**src/rtl/writeback_stage_if.sv**
```systemverilog
// MEM -> writeback retirement bus: one instruction per valid/ready transfer.
// The master is the MEM stage, and the slave is the writeback stage.
interface writeback_stage_if #(
  parameter int DATA_W = 32
);
  logic              in_valid;
  logic              in_ready;
  logic [DATA_W-1:0] in_result;
  logic [DATA_W-1:0] in_pc_plus_8;
  logic [4:0]        in_regsel;
  logic              in_reg_write;
  logic              in_mem_to_reg;
  logic              in_is_jal;

  modport master (
    output in_valid, in_result, in_pc_plus_8, in_regsel,
           in_reg_write, in_mem_to_reg, in_is_jal,
    input  in_ready
  );

  modport slave (
    input  in_valid, in_result, in_pc_plus_8, in_regsel,
           in_reg_write, in_mem_to_reg, in_is_jal,
    output in_ready
  );
endinterface

```
**src/rtl/writeback_stage.sv**
```systemverilog
// Final pipeline stage: retires instructions into the register-file write port,
// waiting (with timeout) for load data when the destination comes from memory.
module writeback_stage #(
  parameter int DATA_W       = 32,
  parameter int CNT_W        = 16,
  parameter int LOAD_TIMEOUT = 15
) (
  input  logic                clk,
  input  logic                rst,
  writeback_stage_if.slave    in_if,
  input  logic [DATA_W-1:0]   mem_rdata,
  input  logic                mem_rdata_valid,
  output logic [DATA_W-1:0]   writedata,
  output logic [4:0]          writeregsel,
  output logic                RegWrite,
  output logic                busy,
  output logic [CNT_W-1:0]    retired_count,
  output logic                err
);

  localparam int TMO_W = (LOAD_TIMEOUT < 2) ? 1 : $clog2(LOAD_TIMEOUT + 1);

  typedef enum logic [1:0] {
    IDLE      = 2'd0,
    WAIT_LOAD = 2'd1,
    COMMIT    = 2'd2
  } state_e;

  state_e             state_q, state_d;
  logic [TMO_W-1:0]   tmo_q, tmo_d;
  logic [4:0]         pend_sel_q, pend_sel_d;
  logic               pend_we_q, pend_we_d;
  logic               err_q, err_d;
  logic [DATA_W-1:0]  writedata_q, writedata_d;
  logic [4:0]         writeregsel_q, writeregsel_d;
  logic               reg_write_q, reg_write_d;
  logic [CNT_W-1:0]   retired_q, retired_d;

  logic               xfer_s;
  logic               is_load_s;
  logic [DATA_W-1:0]  sel_data_s;
  logic [TMO_W-1:0]   tmo_inc_s;
  logic [DATA_W-1:0]  commit_data_s;
  logic [4:0]         commit_sel_s;
  logic               commit_we_s;

  assign in_if.in_ready = (state_q != WAIT_LOAD);
  assign xfer_s         = in_if.in_valid & in_if.in_ready;
  assign is_load_s      = ~in_if.in_is_jal & in_if.in_mem_to_reg & in_if.in_reg_write;
  assign sel_data_s     = in_if.in_is_jal ? in_if.in_pc_plus_8 : in_if.in_result;
  assign tmo_inc_s      = tmo_q + {{(TMO_W-1){1'b0}}, 1'b1};

  // State register and all datapath flops; reset drops any pending load.
  always_ff @(posedge clk) begin
    if (rst) begin
      state_q       <= IDLE;
      tmo_q         <= '0;
      pend_sel_q    <= 5'd0;
      pend_we_q     <= 1'b0;
      err_q         <= 1'b0;
      writedata_q   <= '0;
      writeregsel_q <= 5'd0;
      reg_write_q   <= 1'b0;
      retired_q     <= '0;
    end else begin
      state_q       <= state_d;
      tmo_q         <= tmo_d;
      pend_sel_q    <= pend_sel_d;
      pend_we_q     <= pend_we_d;
      err_q         <= err_d;
      writedata_q   <= writedata_d;
      writeregsel_q <= writeregsel_d;
      reg_write_q   <= reg_write_d;
      retired_q     <= retired_d;
    end
  end

  // Next-state logic: acceptance, load wait and timeout abandonment.
  always_comb begin
    state_d    = state_q;
    tmo_d      = tmo_q;
    pend_sel_d = pend_sel_q;
    pend_we_d  = pend_we_q;
    err_d      = err_q;
    case (state_q)
      IDLE, COMMIT: begin
        if (xfer_s) begin
          if (is_load_s) begin
            state_d    = WAIT_LOAD;
            pend_sel_d = in_if.in_regsel;
            pend_we_d  = in_if.in_reg_write;
            tmo_d      = '0;
          end else begin
            state_d = COMMIT;
          end
        end else begin
          state_d = IDLE;
        end
      end
      WAIT_LOAD: begin
        if (mem_rdata_valid) begin
          state_d = COMMIT;
        end else if (tmo_inc_s == TMO_W'(LOAD_TIMEOUT)) begin
          state_d = IDLE;
          tmo_d   = tmo_inc_s;
          err_d   = 1'b1;
        end else begin
          tmo_d = tmo_inc_s;
        end
      end
      default: begin
        state_d = IDLE;
      end
    endcase
  end

  // Output logic: outputs are loaded only on entry to COMMIT, so they hold otherwise.
  always_comb begin
    if (state_q == WAIT_LOAD) begin
      commit_data_s = mem_rdata;
      commit_sel_s  = pend_sel_q;
      commit_we_s   = pend_we_q;
    end else begin
      commit_data_s = sel_data_s;
      commit_sel_s  = in_if.in_regsel;
      commit_we_s   = in_if.in_reg_write;
    end
    if (state_d == COMMIT) begin
      writedata_d   = commit_data_s;
      writeregsel_d = commit_sel_s;
      reg_write_d   = commit_we_s & (commit_sel_s != 5'd0);
      retired_d     = retired_q + {{(CNT_W-1){1'b0}}, 1'b1};
    end else begin
      writedata_d   = writedata_q;
      writeregsel_d = writeregsel_q;
      reg_write_d   = 1'b0;
      retired_d     = retired_q;
    end
  end

  assign writedata     = writedata_q;
  assign writeregsel   = writeregsel_q;
  assign RegWrite      = reg_write_q;
  assign busy          = (state_q == WAIT_LOAD);
  assign retired_count = retired_q;
  assign err           = err_q;

endmodule

```
**src/flat_wrapper.sv**
```systemverilog
// flat-port wrapper written by rule: the top's interface ports become plain ports
module writeback_stage_flat 
#(
  parameter int DATA_W       = 32,
  parameter int CNT_W        = 16,
  parameter int LOAD_TIMEOUT = 15
)
  (clk, rst, mem_rdata, mem_rdata_valid, writedata, writeregsel, RegWrite, busy, retired_count, err, in_if_in_valid, in_if_in_result, in_if_in_pc_plus_8, in_if_in_regsel, in_if_in_reg_write, in_if_in_mem_to_reg, in_if_in_is_jal, in_if_in_ready);
  writeback_stage_if #(.DATA_W(DATA_W)) in_if_i ();
  input  logic clk;
  input  logic rst;
  input  logic [DATA_W-1:0] mem_rdata;
  input  logic mem_rdata_valid;
  output logic [DATA_W-1:0] writedata;
  output logic [4:0] writeregsel;
  output logic RegWrite;
  output logic busy;
  output logic [CNT_W-1:0] retired_count;
  output logic err;
  input wire logic [$bits(in_if_i.in_valid)-1:0] in_if_in_valid;
  input wire logic [$bits(in_if_i.in_result)-1:0] in_if_in_result;
  input wire logic [$bits(in_if_i.in_pc_plus_8)-1:0] in_if_in_pc_plus_8;
  input wire logic [$bits(in_if_i.in_regsel)-1:0] in_if_in_regsel;
  input wire logic [$bits(in_if_i.in_reg_write)-1:0] in_if_in_reg_write;
  input wire logic [$bits(in_if_i.in_mem_to_reg)-1:0] in_if_in_mem_to_reg;
  input wire logic [$bits(in_if_i.in_is_jal)-1:0] in_if_in_is_jal;
  output wire logic [$bits(in_if_i.in_ready)-1:0] in_if_in_ready;
  assign in_if_i.in_valid = in_if_in_valid;
  assign in_if_i.in_result = in_if_in_result;
  assign in_if_i.in_pc_plus_8 = in_if_in_pc_plus_8;
  assign in_if_i.in_regsel = in_if_in_regsel;
  assign in_if_i.in_reg_write = in_if_in_reg_write;
  assign in_if_i.in_mem_to_reg = in_if_in_mem_to_reg;
  assign in_if_i.in_is_jal = in_if_in_is_jal;
  assign in_if_in_ready = in_if_i.in_ready;
  writeback_stage #(.DATA_W(DATA_W), .CNT_W(CNT_W), .LOAD_TIMEOUT(LOAD_TIMEOUT)) u_core (.clk(clk), .rst(rst), .in_if(in_if_i), .mem_rdata(mem_rdata), .mem_rdata_valid(mem_rdata_valid), .writedata(writedata), .writeregsel(writeregsel), .RegWrite(RegWrite), .busy(busy), .retired_count(retired_count), .err(err));
endmodule
```
**config.mk**
```make
export PLATFORM = sky130hd
export DESIGN_NAME = writeback_stage_flat
export DESIGN_NICKNAME = d
export VERILOG_FILES = /design/src/rtl/writeback_stage_if.sv /design/src/rtl/writeback_stage.sv /design/src/flat_wrapper.sv
export SDC_FILE = /design/constraint.sdc
export NUM_CORES = 1
export LEC_CHECK = 0
export BUFFER_PORTS_ARGS = -buffer_cell sky130_fd_sc_hd__buf_2
export CORE_MARGIN = 2
export CORE_UTILIZATION = 50
export CTS_CLUSTER_DIAMETER = 150
export DETAILED_ROUTE_END_ITERATION = 8
export GPL_TIMING_DRIVEN = 0
export PLACE_DENSITY_LB_ADDON = 0.1
export SLEW_MARGIN = 20
export SYNTH_ARGS = -nofsm -noshare
export SYNTH_HDL_FRONTEND = slang
export SYNTH_SLANG_ARGS = --single-unit
```
**constraint.sdc**
```tcl
create_clock -name clk -period 3.5 [get_ports clk]
set_clock_uncertainty 0.05 [all_clocks]
set_input_delay 0.7 -clock clk [delete_from_list [all_inputs] [get_ports clk]]
set_output_delay 0.7 -clock clk [all_outputs]
set_load 0.01 [all_outputs]
```
Word-level counts from Yosys, hierarchy flattened
Index checks and enable logic that the tools add are counted.

Flip-flop bits (word level): 67. Input bits: 108. Output and inout port bits: 57. Logic and storage cells: 47.

Add/sub/neg operators: 2. Equal/unequal tests: 8. Muxes and demuxes: 13. Bitwise gates (word level): 7. Reductions and logical operators: 8.

Operator list (count): 2-to-1 mux 32 bit (2); adder 16 x 1 -> 16 bit, second input constant (1); 2-to-1 mux 4 bit (3); 2-to-1 mux 2 bit (4); one-hot mux 4 bit (2 select lines) (1); != test 2 x 1 -> 1 bit, second input constant (3); AND reduction 3 bit (2); 2-to-1 mux 5 bit (1); nonzero test 5 bit (1); adder 4 x 1 -> 4 bit, second input constant (1); bitwise AND 1 bit (4); == test 2 bit, second input constant (2); == test 4 bit, second input constant (1); one-hot mux 2 bit (2 select lines) (1); AND reduction 4 bit (1); OR reduction 2 bit (2); inverter 1 bit (3); == test 2 x 1 -> 1 bit, second input constant (1); logical NOT 2 bit (1); != test 2 bit, second input constant (1); nonzero test 2 bit (1); 2-to-1 mux 1 bit (1).

Logic depth before layout (Yosys ltp)
Gate-level depths: netlist (run 1).

Depth in word-level cells: 9. Mapped depth: 7. Mapped depth without buffers: 5.

Worst setup path before layout (run 1)
OpenSTA, ideal clock, no wires.

Path type: input to register. Start point: input in_if_in_is_jal. End point: register u_core.writedata_q[1], in the netlist u_core.writedata[1]. Library setup time: 0.132 ns. Arrival: 1.805 ns. Data required time: 3.318 ns. Path slack: 1.513 ns. Cell stages on the path: 7. Buffers on the path: 3. Cell sequence: buf_2 -> nand4bb_2 -> and3_1 -> buf_4 -> buf_2 -> o211ai_1 -> a21oi_1.

Longest elaborated chain between the ends: 7. Elaborated cells on any way between the ends: 9. Classes of those cells: eq/ne: 1; mux: 5; bitwise: 3.

RTL lines: start, declared (RTL line flat_wrapper.sv:26) `input wire logic [$bits(in_if_i.in_is_jal)-1:0] in_if_in_is_jal;`; inverter 1 bit (RTL line writeback_stage.sv:49) `assign is_load_s = ~in_if.in_is_jal & in_if.in_mem_to_reg & in_if.in_reg_write;`; bitwise AND 1 bit (2 in series) (RTL line writeback_stage.sv:49); 2-to-1 mux 2 bit (RTL line writeback_stage.sv:88) `if (is_load_s) begin`; 2-to-1 mux 2 bit (RTL line writeback_stage.sv:87) `if (xfer_s) begin`; one-hot mux 2 bit (2 select lines) (RTL line writeback_stage.sv:85) `case (state_q)`; == test 2 bit (RTL line writeback_stage.sv:128) `if (state_d == COMMIT) begin`; end signal, assigned (RTL line writeback_stage.sv:71) `writedata_q <= writedata_d;`; end, declared (RTL line writeback_stage.sv:34) `logic [DATA_W-1:0] writedata_q, writedata_d;`.

Parallel ways exist; a longest one is shown, timed or not. A chain may end at the register's enable or synchronous reset.

Worst setup path in the final report (run 1)
Start point: register u_core.state_q[0]. End point: output in_if_in_ready.

Longest elaborated chain between the ends: 1.

RTL lines: start, declared (RTL line writeback_stage.sv:29) `state_e state_q, state_d;`; start signal, assigned (RTL line writeback_stage.sv:66) `state_q <= state_d;`; != test 2 x 1 -> 1 bit (RTL line writeback_stage.sv:47) `assign in_if.in_ready = (state_q != WAIT_LOAD);`; end, declared (RTL line flat_wrapper.sv:27) `output wire logic [$bits(in_if_i.in_ready)-1:0] in_if_in_ready;`.

No other way between the ends.

==> impl_metrics.ini, run 1 <==
[final_layout]
fin_nets = 696
fillers = 542
area.growth.synth_to_final_pct = 33.3
final_cell_mix = 174 x buf_2, 90 x nand2_1, 67 x dfxtp_1
final_common_cell = buf_2
fin_util_pct = 69.8
drive_gt1_share_pct = 33.7
diodes = 0

[floorplan]
fp.dieArea_mm2 = 0.00740
die_height_um = 86.0
io_pins = 165
coreArea_mm2 = 0.00642
die_w_um = 86.0
initial_utilization_pct = 52.4
num_rows = 29

[critical_path]
crit_top_cell = buf_2
critPathSlowestCell = dfxtp_1
worstReg2RegStart = u_core.state_q[0]
path_max_fanout = 10
slowest_delay_ns = 0.38
crit_arrival_ns = 1.89
r2r_end = u_core.writedata[30]
r2r_slack_ns = 1.64
path_cells = nand2b_1 -> clkbuf_1 -> buf_2 -> buf_1 -> buf_2
ff2ff_path_depth = 7
required_ns = 2.75
crit_path_start_kind = flop
path_class = reg -> out
end_kind = output pin

[timing]
tns_ns = 0
slew_headroom_pct = 63.8
rsz0062_at_grt = false
fin_crit_ns = 2.64
slew_violations = 0
tightest_slew_ns = 0.543
finalHoldViolCount = 0
fmax_ghz = 0.378
fin_crit_sh_pct = 75.5
setup_viol_count_final = 0

[detailed_routing]
drt-met1-wl_um = 4310
ant_nets = 0
highest_layer = met4
wl_per_cell_um = 15.0
vias = 3702
first_iter_violations = 131
dr.pass1.iters = 4
drc = 0
vias_per_cell = 5.55
met3WireLength_um = 700
wl_um = 10000
wl_met2_um = 4850

[yosys]
yosys.area.top_type_share_pct = 39.9
yosys.cell_types.count = 40
synth_edf_count = 0
synth_seq_area_share_pct = 39.9
synth_warnings = 0
async_reset_ff_share_pct = 0
synth_flop_cell = dfxtp_1
yosys.area.top_type = dfxtp_1
synth-seq-cells = 67
yosys-top-cells-area = dfxtp_1 40%, nand2_1 10%, mux2i_1 9.5%
syn-num-nets = 523
syn_area_mm2 = 0.00336
avgSynthCellArea_um2 = 8.16
synthCells = 412

[placed_design]
gp_congestion = 0.833
placement.io_buffers = 162
post-dp-hpwl_um = 7740

[clock_tree]
postCtsSetupRepairBufs = 0
insertion_delay_ns = 0.34
clk_path_buf_depth = 2
cts_resized = 0
htreeDepth = 3
postCtsHoldBufs = 0
clkSinkCount = 67
cts_root_buf = clkbuf_8
cts_tree = built
clk_pin_slew_worst_paths_ns = 0.07
cts_buffers = 9

[grt]
antenna_found_initial = 0
track_usage_pct = 26.7
grt_pass1_wl_um = 15800
grt_max_degree = 12
grt_pass1_vias = 3433
grt_remaining_overflow = 0

[power_and_ir_drop]
peakVddDrop_uv = 229
power.internal_mw = 1.32
p_clk_share_pct = 37.9
leakagePower_nw = 2.12
p_sw_mw = 0.482
seq_power_share_pct = 45.5
pwr-share-comb_pct = 16.6
p_per_area_mw_per_mm2 = 403
power_switching_share_pct = 26.7
power.total_mw = 1.81

[min_path]
min_to = u_core.writedata[31]
min_path_type = reg -> reg
hold_start = u_core.writedata[31]
min_delay_path_depth = 2

[run_status]
status = finished, final reports clean

[flow_run]
maxCapViolations = 0
cell families (layout without fill, tap and decap cells):
kind of cell | after synthesis | count (layout) | synth area share, %
mux | 33 | 33 | 9.97
buf+inv | 37 | 215 | 5.25
xor+xnor | 5 | 5 | 1.30
simple gates | 156 | 156 | 22.1
compound gates | 111 | 111 | 20.4
fa+ha+maj | 3 | 3 | 1.12
flops | 67 | 67 | 39.9
metrics by stage:
step	instances	area, um^2	setup WS [ns]	hold WS (ns)
2_1_floorplan	412	3360	1.51	0.382
3_3_place_gp	651	4270	1.27	0.389
3_5_place_dp	651	4270	1.25	0.395
4_1_cts	667	4480	0.879	0.404
5_1_grt	667	4480	0.762	0.425
6_report	667	4480	0.858	0.403
registers in the layout (all words and copies together) (netlist names):
| register | cells |
|---|---|
| u_core.writedata | 32 |
| u_core.retired_count | 16 |
| u_core.pend_sel_q | 5 |
| u_core.writeregsel | 5 |
| u_core.tmo_q | 4 |
| u_core.state_q | 2 |
| u_core.RegWrite | 1 |
| u_core.err | 1 |
| u_core.pend_we_q | 1 |
worst max path at each step:
| stage | from | end | slack (ns) | cells past startpoint |
|---|---|---|---|---|
| detailed placement | u_core.state_q[0] | in_if_in_ready | 1.25 | 5 |
| global placement | u_core.state_q[0] | in_if_in_ready | 1.27 | 5 |
| finish | u_core.state_q[0] | in_if_in_ready | 0.86 | 5 |
| floorplan | in_if_in_is_jal | u_core.writedata[1] | 1.51 | 7 |
| global route | u_core.state_q[0] | in_if_in_ready | 0.76 | 5 |
| CTS | u_core.state_q[0] | in_if_in_ready | 0.88 | 5 |
power groups by stage:
stage	Sequential, mW	Combinational [mW]	Clock, mW
after global placement	0.837	0.295	0
final	0.821	0.300	0.684
after CTS	0.821	0.301	0.689
after detailed placement	0.838	0.300	0
after floorplan	0.853	0.148	0
after global routing	0.825	0.330	0.728
synthesized netlist by cell type (all sizes together), types with 7 or more instances:
cell and count:
o31ai 8, mux2i 32, or4 9, o21ai 7, a21oi 55, nand2 90, o211ai 32, clkbuf 16
dfxtp 67, nand3 14, nor2 14, buf 17
area by class of cell:
cell class / count / area, um^2 / area share [%]
Sequential cell: 67 / 1340 / 29.9
Multi-Input combinational cell: 308 / 1850 / 41.2
Clock buffer: 12 / 165 / 3.68
Inverter: 4 / 15.0 / 0.335
Buffer: 33 / 161 / 3.60
Clock inverter: 4 / 47.5 / 1.06
Tap cell: 77 / 96.3 / 2.15
Timing Repair Buffer: 162 / 811 / 18.1
layer usage:
metal / up-vias / GRT usage (%)
met2: 133 / 45.1
met5: - / 0
met4: 0 / 9.52
met3: 14 / 5.77
li1: 1834 / -
met1: 1721 / 33.5
critical path: cells and delay by family (launching register included):
| family | cells | cell delay [ns] |
|---|---|---|
| buffers and inverters | 4 | 1.08 |
| flip-flops | 1 | 0.38 |
| AND/OR/NAND/NOR | 1 | 0.10 |
No activity file was read; power rests on OpenSTA's default activity.
==> run 2: changes to the inputs <==
--- a/config.mk
+++ b/config.mk
@@ -5,9 +5,10 @@
 export SDC_FILE = /design/constraint.sdc
 export NUM_CORES = 1
 export LEC_CHECK = 0
+export ABC_AREA = 1
 export BUFFER_PORTS_ARGS = -buffer_cell sky130_fd_sc_hd__buf_2
 export CORE_MARGIN = 2
-export CORE_UTILIZATION = 50
+export CORE_UTILIZATION = 42
 export CTS_CLUSTER_DIAMETER = 150
 export DETAILED_ROUTE_END_ITERATION = 8
 export GPL_TIMING_DRIVEN = 0
==> constraint.sdc (replaced) <==
create_clock -name clk -period 2.3 [get_ports clk]
set_clock_uncertainty 0.05 [all_clocks]
set_input_delay 0.46 -clock clk [delete_from_list [all_inputs] [get_ports clk]]
set_output_delay 0.46 -clock clk [all_outputs]
set_load 0.01 [all_outputs]
==> run 2 against run 1 <==
Utilization is 11 points lower. Setup slack worse by 0.72 ns. Clock power is 62% higher. Clock-buffer cell count is 1 lower. Combinational power is 59% higher. Flip-flop and latch count stayed put. Design area is 0.17% higher. First-iteration DRC count is 3.1% higher. Non-clock buffer count is 1 lower. Wire length is 4.3% higher. Global-route usage is 1.6 points lower. Synthesized area is 1.1% lower.
==> impl_metrics.ini, run 2 <==
[yosys]
yosys-top-cells-area = dfxtp_1 40%, nand2_1 13%, o21ai_0 12%
synth_seq_area_share_pct = 40.3
synth_flop_cell = dfxtp_1
yosys.area.top_type = dfxtp_1
synth_warnings = 0
yosys.cell_count.top_type = nand2_1
synth_edf_count = 0
synthCells = 496
synth-seq-cells = 67
async_reset_ff_share_pct = 0
netlist_top_cells_count = 114 x nand2_1, 82 x o21ai_0, 67 x dfxtp_1, 50 x nand3_1, 48 x a21oi_1
syn_area_mm2 = 0.00333
syn-num-nets = 607
yosys.area.top_type_share_pct = 40.3
yosys.cell_types.count = 25
avgSynthCellArea_um2 = 6.71

[floorplan]
initial_utilization_pct = 43.3
fp.dieArea_mm2 = 0.00865
io_pins = 165
die_w_um = 93.0
num_rows = 32
die_height_um = 93.0
coreArea_mm2 = 0.00769

[clock_tree]
cts_tree = built
cts_root_buf = clkbuf_8
insertion_delay_ns = 0.35
postCtsHoldBufs = 0
postCtsSetupRepairBufs = 0
clkSinkCount = 67
clk_path_buf_depth = 2
htreeDepth = 3
clk_pin_slew_worst_paths_ns = 0.07
cts_buffers = 9
cts_resized = 0

[timing]
fin_crit_ns = 2.16
setup_viol_count_final = 0
finalHoldViolCount = 0
worst_hold_slack_ns = 0.321
fmax_ghz = 0.463
slew_violations = 0
rsz0062_at_grt = false
fin_crit_sh_pct = 93.9
tns_ns = 0
tightest_slew_ns = 0.518
slew_headroom_pct = 65.5

[critical_path]
path_cells = inv_1 -> nand2_2 -> buf_2 -> buf_2 -> buf_2
worstSetupStartpoint = u_core.state_q[1]
crit_family = buffers and inverters
slowest_delay_ns = 0.43
worstReg2RegStart = u_core.retired_count[1]
critPathBufInv = 4
r2r_slack_ns = 0.68
ff2ff_path_depth = 8
required_ns = 1.79
cp-endpoint = in_if_in_ready
critPathSlowestCell = dfxtp_1
r2r_end = u_core.retired_count[14]
path_max_fanout = 10
end_kind = output pin
crit_top_cell = buf_2
crit_path_start_kind = flop
crit_arrival_ns = 1.65
path_class = reg -> out
cp.depth = 5

[placed_design]
post-dp-hpwl_um = 7950
gp_congestion = 0.852
placement.io_buffers = 162

[grt]
grt_pass1_vias = 3757
grt_remaining_overflow = 0
grt_max_degree = 12
grt_pass1_wl_um = 17200
track_usage_pct = 25.0
antenna_found_initial = 0

[final_layout]
area.growth.synth_to_final_pct = 35.0
largest_reg_flops = 32
fin_nets = 780
fillers = 773
final_cell_mix = 173 x buf_2, 114 x nand2_1, 82 x o21ai_0
diodes = 0
final_common_cell = buf_2
drive_gt1_share_pct = 30.3

[detailed_routing]
wl_um = 10500
drc = 0
ant_nets = 0
vias_per_cell = 5.05
first_iter_violations = 135
vias = 3915
wl_per_cell_um = 13.5
dr.pass1.iters = 5

[min_path]
hold_start = in_if_in_regsel[2]
min_path_type = in -> reg

[flow_run]
maxCapViolations = 0

[run_status]
status = finished, final reports clean

[power_and_ir_drop]
p_per_area_mw_per_mm2 = 635
leakagePower_nw = 2.29
peakVddDrop_uv = 396
run 2: changes by cell type after synthesis, moves of 8 or more:
cell      previous run  this run
o31ai_1              8         0
or4_1                9         0
o21ai_0              7        82
o211ai_1            32         0
nand2_1             90       114
mux2i_1             32         0
nand3_1             13        50
inv_1                3        35
nor2_1              14        42
run 2: how the worst min path moves through the flow:
| stage | endpoint | slack (ns) | depth (start not counted) |
|---|---|---|---|
| after detailed placement | u_core.err | 0.40 | 2 |
| after global placement | u_core.err | 0.39 | 2 |
| final | u_core.pend_sel_q[2] | 0.32 | 3 |
| after floorplan | u_core.pend_we_q | 0.38 | 2 |
| after global routing | u_core.pend_sel_q[2] | 0.33 | 3 |
| after CTS | u_core.pend_sel_q[2] | 0.30 | 3 |
run 2: area by class of cell:
| type | count | area, um^2 | share of cell area (%) |
|---|---|---|---|
| plain buffers | 32 | 160 | 3.57 |
| clock buffers | 11 | 151 | 3.37 |
| clock inverters | 5 | 75.1 | 1.67 |
| inverters | 38 | 143 | 3.18 |
| multi-input cells | 359 | 1680 | 37.4 |
| flip-flops and latches | 67 | 1340 | 29.9 |
| well taps | 102 | 128 | 2.84 |
| repair buffers | 162 | 811 | 18.1 |
run 2: power by group:
part           internal (mW)  total [mW]  switching, mW
sequential              1.23        1.27         0.0366
combinational          0.203       0.476          0.273
clock                  0.664        1.11          0.444
total                   2.10        2.85          0.753
run 2: cell families after synthesis:
group | Yosys count | share of synthesized area, %
xor gates and xnor gates | 3 | 0.790
adders and majority gates | 3 | 1.13
AOI/OAI and AO/OA | 136 | 21.0
and+or+nand+nor | 217 | 27.7
buffers and inverters | 70 | 9.10
DFF | 67 | 40.3
run 2: worst register-to-register path: stages (launching register included):
cell	delay, ns
dfxtp_1	0.41
ha_1	0.23
nand3_1	0.15
nor2_1	0.16
nand3_1	0.13
nor2_2	0.19
nand3_1	0.09
nand2_1	0.07
nor2_1	0.04
run 2: layer usage:
metal  GRT usage (%)  up-vias  part of all wire, %
met5               0        -                    0
met2            41.8      154                   47
met1            30.8     1763                   43
met3            7.98       18                  8.5
li1                -     1980                    -
met4            7.84        0                  1.8
run 2: through the flow:
stage	util [%]	total power [mW]	setup WS (ns)	std cells	instance area [um^2]
final	58.4	2.85	0.140	776	4490
after detailed placement	55.5	1.77	0.449	760	4260
after CTS	58.4	2.87	0.106	776	4490
after floorplan	-	1.54	0.847	496	3330
after global placement	55.5	1.76	0.462	760	4260
after global routing	58.4	3.00	0.0157	776	4490
